<file path="config.mk">
export PLATFORM = sky130hd
export DESIGN_NAME = etx_byte_serializer
export DESIGN_NICKNAME = d
export VERILOG_FILES = /design/src/rtl/elink_pkg.sv /design/src/rtl/packet2emesh.sv /design/src/rtl/etx_byte_serializer.sv
export SDC_FILE = /design/constraint.sdc
export NUM_CORES = 1
export LEC_CHECK = 0
export ABC_AREA = 1
export BUFFER_PORTS_ARGS = -buffer_cell sky130_fd_sc_hd__clkbuf_2
export CELL_PAD_IN_SITES_DETAIL_PLACEMENT = 1
export CELL_PAD_IN_SITES_GLOBAL_PLACEMENT = 1
export CORE_MARGIN = 4
export CORE_UTILIZATION = 41
export DETAILED_ROUTE_END_ITERATION = 8
export PLACE_DENSITY_LB_ADDON = 0.1
export SLEW_MARGIN = 20
export SYNTH_ARGS = -nofsm -noshare
export SYNTH_HDL_FRONTEND = slang
export SYNTH_SLANG_ARGS = --single-unit
</file>
<file path="constraint.sdc">
create_clock -name clk -period 7.9 [get_ports clk]
set_input_delay 0.79 -clock clk [delete_from_list [all_inputs] [get_ports clk]]
set_output_delay 0.79 -clock clk [all_outputs]
set_load 0.01 [all_outputs]
</file>
<file path="src/rtl/elink_pkg.sv">
// Shared elink definitions: packet geometry, serializer byte indices and state encoding.
package elink_pkg;

  localparam int PW = 104;
  localparam int AW = 32;

  localparam logic [3:0] HDR_IDX  = 4'd0;
  localparam logic [3:0] DST_IDX  = 4'd1;
  localparam logic [3:0] DATA_IDX = 4'd5;
  localparam logic [3:0] SRC_IDX  = 4'd9;
  localparam logic [3:0] LAST_IDX = 4'd12;

  typedef enum logic {
    IDLE = 1'b0,
    SEND = 1'b1
  } state_t;

  // Byte sel of a 32-bit word, sel 0 being the most significant byte.
  function automatic logic [7:0] word_byte(input logic [AW-1:0] word, input logic [1:0] sel);
    return word[8*(3-int'(sel)) +: 8];
  endfunction

endpackage

</file>
<file path="src/rtl/packet2emesh.sv">
// Splits a flat emesh packet into its named fields.
module packet2emesh
  import elink_pkg::*;
(
  input  logic [PW-1:0] packet,
  output logic          write,
  output logic [1:0]    datamode,
  output logic [3:0]    ctrlmode,
  output logic [AW-1:0] dstaddr,
  output logic [AW-1:0] data,
  output logic [AW-1:0] srcaddr
);

  // Bit 3 is reserved in the packet layout.
  logic unused_rsvd;

  assign write       = packet[0];
  assign datamode    = packet[2:1];
  assign unused_rsvd = packet[3];
  assign ctrlmode    = packet[7:4];
  assign dstaddr     = packet[39:8];
  assign data        = packet[71:40];
  assign srcaddr     = packet[103:72];

endmodule

</file>
<file path="src/rtl/etx_byte_serializer.sv">
// Serializes one emesh packet MSB-first into a byte stream; double-write bursts
// continue the current frame with 8-byte data/srcaddr beats.
module etx_byte_serializer
  import elink_pkg::*;
(
  input  logic          clk,
  input  logic          reset,
  input  logic [PW-1:0] tx_packet,
  input  logic          tx_access,
  input  logic          tx_burst,
  output logic          tx_io_wait,
  output logic [7:0]    lnk_data,
  output logic          lnk_valid,
  output logic          lnk_first,
  output logic          lnk_frame,
  input  logic          lnk_wait
);

  state_t        state_q, state_d;
  logic [3:0]    idx_q, idx_d;
  logic [PW-1:0] shadow_q, shadow_d;
  logic          first_d, frame_d, valid_d;
  logic [7:0]    byte_d;
  logic          cap, consume;

  logic          f_write;
  logic [1:0]    f_datamode;
  logic [3:0]    f_ctrlmode;
  logic [AW-1:0] f_dstaddr, f_data, f_srcaddr;

  // The last byte can hand over to a new packet in the same edge, so the stall
  // drops there unless the link itself is stalled.
  assign tx_io_wait = lnk_valid & ~((idx_q == LAST_IDX) & ~lnk_wait);
  assign cap        = ~tx_io_wait & tx_access;
  assign consume    = lnk_valid & ~lnk_wait;

  // NOTE: every signal driven here gets a default first so no latch is inferred.
  always_comb begin
    state_d  = state_q;
    idx_d    = idx_q;
    shadow_d = shadow_q;
    first_d  = lnk_first;
    frame_d  = lnk_frame;
    valid_d  = lnk_valid;
    case (state_q)
      IDLE: begin
        if (cap) begin
          state_d  = SEND;
          idx_d    = HDR_IDX;
          shadow_d = tx_packet;
          first_d  = 1'b1;
          frame_d  = 1'b1;
          valid_d  = 1'b1;
        end
      end
      SEND: begin
        if (consume) begin
          if (idx_q != LAST_IDX) begin
            idx_d   = idx_q + 4'd1;
            first_d = 1'b0;
          end else if (cap) begin
            shadow_d = tx_packet;
            idx_d    = tx_burst ? DATA_IDX : HDR_IDX;
            first_d  = ~tx_burst;
          end else begin
            state_d = IDLE;
            idx_d   = HDR_IDX;
            first_d = 1'b0;
            frame_d = 1'b0;
            valid_d = 1'b0;
          end
        end
      end
      default: state_d = IDLE;
    endcase
  end

  // Fields are taken from the next shadow value so lnk_data can be registered
  // in the same edge that moves idx.
  packet2emesh u_p2e (
    .packet   (shadow_d),
    .write    (f_write),
    .datamode (f_datamode),
    .ctrlmode (f_ctrlmode),
    .dstaddr  (f_dstaddr),
    .data     (f_data),
    .srcaddr  (f_srcaddr)
  );

  always_comb begin
    byte_d = 8'h00;
    if (idx_d == HDR_IDX)
      byte_d = {f_ctrlmode, f_datamode, f_write, 1'b0};
    else if (idx_d < DATA_IDX)
      byte_d = word_byte(f_dstaddr, 2'(idx_d - DST_IDX));
    else if (idx_d < SRC_IDX)
      byte_d = word_byte(f_data, 2'(idx_d - DATA_IDX));
    else if (idx_d <= LAST_IDX)
      byte_d = word_byte(f_srcaddr, 2'(idx_d - SRC_IDX));
  end

  // NOTE: sequential state uses non-blocking assignments so every register
  // samples the pre-edge values of the others.
  always_ff @(posedge clk) begin
    if (reset) begin
      state_q   <= IDLE;
      idx_q     <= HDR_IDX;
      lnk_data  <= 8'h00;
      lnk_valid <= 1'b0;
      lnk_first <= 1'b0;
      lnk_frame <= 1'b0;
    end else begin
      state_q   <= state_d;
      idx_q     <= idx_d;
      lnk_data  <= valid_d ? byte_d : 8'h00;
      lnk_valid <= valid_d;
      lnk_first <= first_d;
      lnk_frame <= frame_d;
    end
  end

  // NOTE: the shadow register is pure data qualified by lnk_valid, so it has no reset.
  always_ff @(posedge clk) begin
    shadow_q <= shadow_d;
  end

endmodule
</file>
==> qor.csv, run 1 <==
metric,value,unit
status,finished clean,
Tmin final,4.553,ns
Synth warnings,0,
max_slew headroom,30.40,%
Max-cap violations,0,
Finish-stage setup viols,0,
pin count of the biggest net entering global routing,82,
actual slew at the worst max-slew pin,1.044,ns
Final #Nets,1023,
n_diodes,0,
Crit path largest cell delay,1.00,ns
hold slack,0.4538,ns
Cell Pwr Density,273.9,nW/um^2
Worst Clk Skew,0.007048,ns
H-tree depth,4,
share of power burned in registers,40.6,%
period utilization,57.63,%
Rows,41,
clk buf depth,2,
CORE AREA,12880,sq um
ranking of synthesized cells by area,"dfxtp_1 (43%), nand2_1 (18%), nand3_1 (9.6%)",
Routed Wire Length,16880,microns
Avg Synthesized Cell Area,6.792,sq um
Total GRT Usage,22.74,%
Final HPWL DP,11580,microns
sw frac,29.73,%
placed standard-cell area,6127,sq um
pre-CTS setup slack,3.154,ns
Int Pwr,1.279,mW
achievable frequency,219.6,MHz
Yosys cell types,31,
Overflow after GRT,0,
Pleak,3.596,nW
clock-pin slew on the worst setup and hold paths,0.05,ns
Post-synth top cells,"nand2_1 (267), inv_1 (128), dfxtp_1 (119), nand3_1 (105), o21ai_0 (36)",
Vias/cell,4.919,
most common cell in the netlist,nand2_1,
Post-synth ARST share,0,%
cts repair resizes,0,
Fillers,1705,
Synth top area share,43.46,%
CP Class,reg -> reg,
worst vdd ir,0.1119,mV
Layout area overhead,21.25,%
TritonCTS clock tree,done,
first-pass GRT wire length,26960,microns
required time worst endpoint,8.19,ns
"Design Area, Final",6646,sq um
# hold bufs at CTS,0,
TNS Setup,0,ns
crit path DAT,4.84,ns
Synth Flop Type,dfxtp_1,
Die X,123.6,microns
Initial Util,42.57,%
Max Slew Vio Count,0,
sequential area share after synthesis,43.46,%
Clock Root Buffer,clkbuf_16,
Critical Path Slowest Stage Cell,ha_1,
number of port buffers,119,
initial antenna violation count,0,
DIE AREA,15280,sq um
Final Hold Viols,0,
startpoint types,register,
worst-path cell chain,inv_1 > ha_1 > nand4_1 > nand2_2 > nand2_4 > inv_2 > o21ai_4 > buf_4 > nand2_2 > ha_1 > inv_1 > nand3_1 > nand3_1 > nand2_1 > inv_1 > nand2_1 > a21oi_1,
RSZ-0062 raised after global routing,no,
CTS sink cnt,119,
Setup crit end kind,register,
vias in the first global route,5764,
"EDFF count, synth",0,
Psw,0.5412,mW
Initial DRC Count,296,
Synthesized Nets,920,
cell taking the most area after synthesis,dfxtp_1,
Comb power frac,21.8,%
Mapped Cells,807,
Post-route DRC,0,
#FFs+latches synth,119,
wire length per cell,15.44,microns
min setup slack post-route,3.347,ns
dominant cell type by count on the critical path,inv_1,
share of cells above drive strength 1,19.65,%
GPL Wtd Cong,0.8213,
routed vias,5376,
die span in y,123.6,microns
power share of the clock group,37.6,%
postcts setup bufs,0,
top-level I/O count,121,
drt first pass iters,4,
Clock Latency Late Sink,0.41,ns
Min-Delay Path Class,reg -> reg,
CTS Buf Count,17,
CP max FO,37,
mapped cell area,5482,sq um
post-route ant nets,0,
[power groups by stage]
stage	Sequential (mW)	Combinational, mW	Clock (mW)
6_report	0.740	0.397	0.684
5_1_grt	0.750	0.456	0.723
4_1_cts	0.741	0.403	0.693
3_5_place_dp	0.751	0.395	0
3_3_place_gp	0.745	0.375	0
2_1_floorplan	0.744	0.282	0
[registers in the layout, indices dropped and copies added (netlist names)]
signal     flops
lnk_valid      1
shadow_q     103
idx_q          4
lnk_first      1
state_q        1
lnk_data       8
lnk_frame      1
[layer usage]
layer | GRT usage, % | share of wire, % | up-vias
li1 | - | - | 2697
met1 | 26.23 | 42 | 2562
met2 | 42.08 | 53 | 95
met3 | 3.996 | 3.4 | 22
met4 | 7.751 | 1.7 | 0
met5 | 0 | 0 | -
[worst max-delay path: cells and delay by family, from the launching register on]
family | cells | cell delay [ns]
flip-flops | 1 | 0.41
AND/OR/NAND/NOR | 8 | 1.19
buffers and inverters | 5 | 1.38
AO/OA/AOI/OAI | 2 | 0.18
adder cells (fa/ha/maj) | 2 | 1.25
[area by class of cell]
cell class	instances	area [sq um]	share of cell area, %
clock buffers	26	499.2	7.511
well taps	172	215.2	3.238
clock inverters	4	20.02	0.3012
flip-flops and latches	119	2382	35.84
inverters	131	491.7	7.398
multi-input cells	518	2412	36.30
repair buffers	123	625.6	9.413
[stage by stage]
| stage | utilization, % | instances | total power [mW] |
|---|---|---|---|
| 3_5_place_dp | 47.59 | 1063 | 1.147 |
| 4_1_cts | 51.62 | 1093 | 1.837 |
| 3_3_place_gp | 47.59 | 1063 | 1.119 |
| 6_report | 51.62 | 1093 | 1.821 |
| 2_1_floorplan | - | 807 | 1.025 |
| 5_1_grt | 51.62 | 1093 | 1.928 |
[layout by cell type, fill, tap and decap left out, drive strengths merged]
master | netlist | routed
nand3b | 1 | 1
inv | 131 | 131
ha | 4 | 4
o21a | 10 | 10
a21oi | 21 | 21
a31oi | 1 | 1
dfxtp | 119 | 119
nand4 | 2 | 2
o21ai | 62 | 62
o211ai | 5 | 5
nand2 | 271 | 271
clkbuf | 10 | 145
nand3 | 107 | 107
buf | 29 | 4
clkinv | 0 | 4
or2 | 23 | 23
nor2 | 11 | 11
[path summary, 6_finish.rpt]
kind | from | endpoint | slack, ns | cells past startpoint
worst max-delay path | idx_q[0]$_SDFF_PP0_ | lnk_data[4]$_SDFF_PP0_ | 3.35 | 17
worst min-delay path | shadow_q[5]$_DFF_P_ | shadow_q[5]$_DFF_P_ | 0.45 | 2
worst max register to register | idx_q[0]$_SDFF_PP0_ | lnk_data[4]$_SDFF_PP0_ | 3.35 | 17
worst min register to register | shadow_q[5]$_DFF_P_ | shadow_q[5]$_DFF_P_ | 0.45 | 2
[logic make-up after synthesis]
family          Yosys count  synth area share [%]
flops                   119                 43.46
compound gates           99                 10.16
fa+ha+maj                 4                0.9131
buf+inv                 170                 12.67
simple gates            415                 32.80
Note: power is estimated with default switching activity, not from simulation.
==> inputs of run 2 (changes only) <==
- CORE_UTILIZATION: 41 -> 34
- clock period: 7.9 -> 4 ns (I/O delays scaled with it)
==> run 2 against run 1 <==
Wire length rose by 0.40%. Clock power rose by 96%. Global-route usage fell by 3.7 points. Cell count rose by 4.6%. Sequential power rose by 97%. Critical path type unchanged. Highest routed layer unchanged.
==> qor.csv, run 2 (synthesis gave the netlist of run 1 again) <==
metric,value,unit,change
period utilization,82.92,%,+25 points
n_diodes,0,,unchanged
Clock Root Buffer,clkbuf_16,,
worst-path cell chain,inv_1 > ha_1 > nand4_1 > nand2_2 > nand2_4 > nand2_1 > nand3_2 > nand2_4 > nand2_2 > ha_1 > inv_1 > buf_4 > nand3_1 > nand3_1 > nand3_1 > nand2_1 > a21oi_1,,
Initial Util,34.63,%,-7.9 points
Final #Nets,1031,,+0.78%
Die X,135.0,microns,+9.2%
worst hold stages,3,,+1
actual slew at the worst max-slew pin,0.7424,ns,-0.3015 ns
routed vias,5262,,-2.1%
Vias/cell,4.604,,-6.4%
Total GRT Usage,19.05,%,-3.7 points
worst vdd ir,0.2597,mV,+130%
clock-pin slew on the worst setup and hold paths,0.05,ns,about the same
number of port buffers,119,,unchanged
initial antenna violation count,0,,unchanged
share of cells above drive strength 1,20.50,%,+0.84 points
die span in y,135.0,microns,+9.2%
Rows,46,,+12%
CORE AREA,15830,sq um,+23%
most frequent cells in the layout,"nand2_1 (267), inv_1 (128), dfxtp_1 (119), clkbuf_2 (119), nand3_1 (105)",,
H-tree depth,4,,unchanged
max_slew headroom,50.39,%,+20 points
Worst Clk Skew,0.008749,ns,+0.001701 ns
CP max FO,17,,-54%
first-pass GRT wire length,27470,microns,+1.9%
largest register by flop count,shadow_q,,
Setup crit end kind,register,,
cts repair resizes,0,,unchanged
Max Slew Vio Count,0,,unchanged
Initial DRC Count,187,,-37%
Worst path depth,17,,unchanged
status,finished clean,,
biggest regs,"shadow_q (103), lnk_data (8), idx_q (4)",,
worst path bufs/invs,3,,-2
Layout area overhead,23.46,%,
RSZ-0062 raised after global routing,no,,
required time worst endpoint,4.30,ns,-3.89 ns
Min-Delay Path Class,in -> reg,,
Pleak,3.640,nW,+1.2%
# hold bufs at CTS,0,,unchanged
Routed Wire Length,16950,microns,+0.40%
crit path DAT,3.61,ns,-1.23 ns
top-level I/O count,121,,unchanged
dominant cell type by count on the critical path,nand3_1,,
Cell Pwr Density,530.0,nW/um^2,+93%
GPL Wtd Cong,0.8176,,-0.45%
TNS Setup,0,ns,unchanged
wire length per cell,14.83,microns,-4.0%
Finish-stage setup viols,0,,unchanged
pin count of the biggest net entering global routing,60,,-27%
Final Hold Viols,0,,unchanged
Worst Reg2Reg Path Length in Cells,17,,unchanged
Overflow after GRT,0,,unchanged
final core occ,42.76,%,-8.9 points
post-route ant nets,0,,unchanged
achievable frequency,301.5,MHz,+37%
startpoint types,register,,
drt first pass iters,4,,unchanged
"most common cell after layout, fill and taps aside",nand2_1,,
clk buf depth,2,,unchanged
Final HPWL DP,12290,microns,+6.1%
Tmin final,3.317,ns,-1.236 ns
DIE AREA,18220,sq um,+19%
Clock Latency Late Sink,0.41,ns,about the same
Critical Path Slowest Stage Cell,ha_1,,
vias in the first global route,5709,,-0.95%
Crit path largest cell delay,0.39,ns,-0.61 ns
Largest register FFs,103,,unchanged
postcts setup bufs,0,,unchanged
Max-cap violations,0,,unchanged
CTS sink cnt,119,,unchanged
Post-route DRC,0,,unchanged
"delay-heaviest family, CP",simple AND/OR/NAND/NOR gates,,
CP Class,reg -> reg,,
TritonCTS clock tree,done,,
CTS Buf Count,17,,unchanged
## run 2: changes by cell type in the layout (fill, tap and decap cells not counted)
cell and change:
clkinv_2 +1, buf_4 +7, clkbuf_1 -3, buf_12 +1
## run 2: area by class of cell
type / count / area, sq um
Sequential cell: 119 / 2382
Clock buffer: 23 / 488.0
Inverter: 131 / 491.7
Clock inverter: 5 / 25.02
Fill cell: 2101 / 9060
Timing Repair Buffer: 131 / 698.2
Tap cell: 216 / 270.3
Multi-Input combinational cell: 518 / 2412
## run 2: worst paths after layout
check	from	endpoint	slack, ns
max	idx_q[0]$_SDFF_PP0_	lnk_data[3]$_SDFF_PP0_	0.68
min	tx_packet[52]	shadow_q[52]$_DFF_P_	0.20
min reg2reg	shadow_q[0]$_DFF_P_	shadow_q[0]$_DFF_P_	0.45
max reg2reg	idx_q[0]$_SDFF_PP0_	lnk_data[3]$_SDFF_PP0_	0.68
## run 2: worst min-delay path, cell delays in order
cell	delay (ns)
clkbuf_2	0.07
nand2_1	0.04
nand2_1	0.06
## run 2: stage by stage
step           power (mW)  cell area [sq um]  instances  hold slack (ns)  worst slack [ns]
6_report            3.587               6768       1143           0.2027            0.6830
5_1_grt             3.822               6768       1143           0.2085            0.3982
4_1_cts             3.639               6768       1143           0.1911            0.6535
3_5_place_dp        2.282               6255       1115           0.4355            0.6920
3_3_place_gp        2.242               6255       1115           0.4312            0.7818
2_1_floorplan       2.025               5482        807           0.4178             1.040
## run 2: power by group
part	internal (mW)	leakage, nW	switching, mW	total (mW)
Combinational	0.292	2.38	0.501	0.793
Sequential	1.40	0.998	0.0569	1.46
Clock	0.835	0.260	0.501	1.34
Total	2.53	3.64	1.06	3.59
## run 2: per-layer routing
layer  vias to the layer above  track usage (%)  wire [microns]
li1                       2716                -               -
met1                      2442            22.68            7421
met2                        88            34.55            8630
met3                        16            3.726             634
met4                         0            5.935             259
met5                         -                0               0
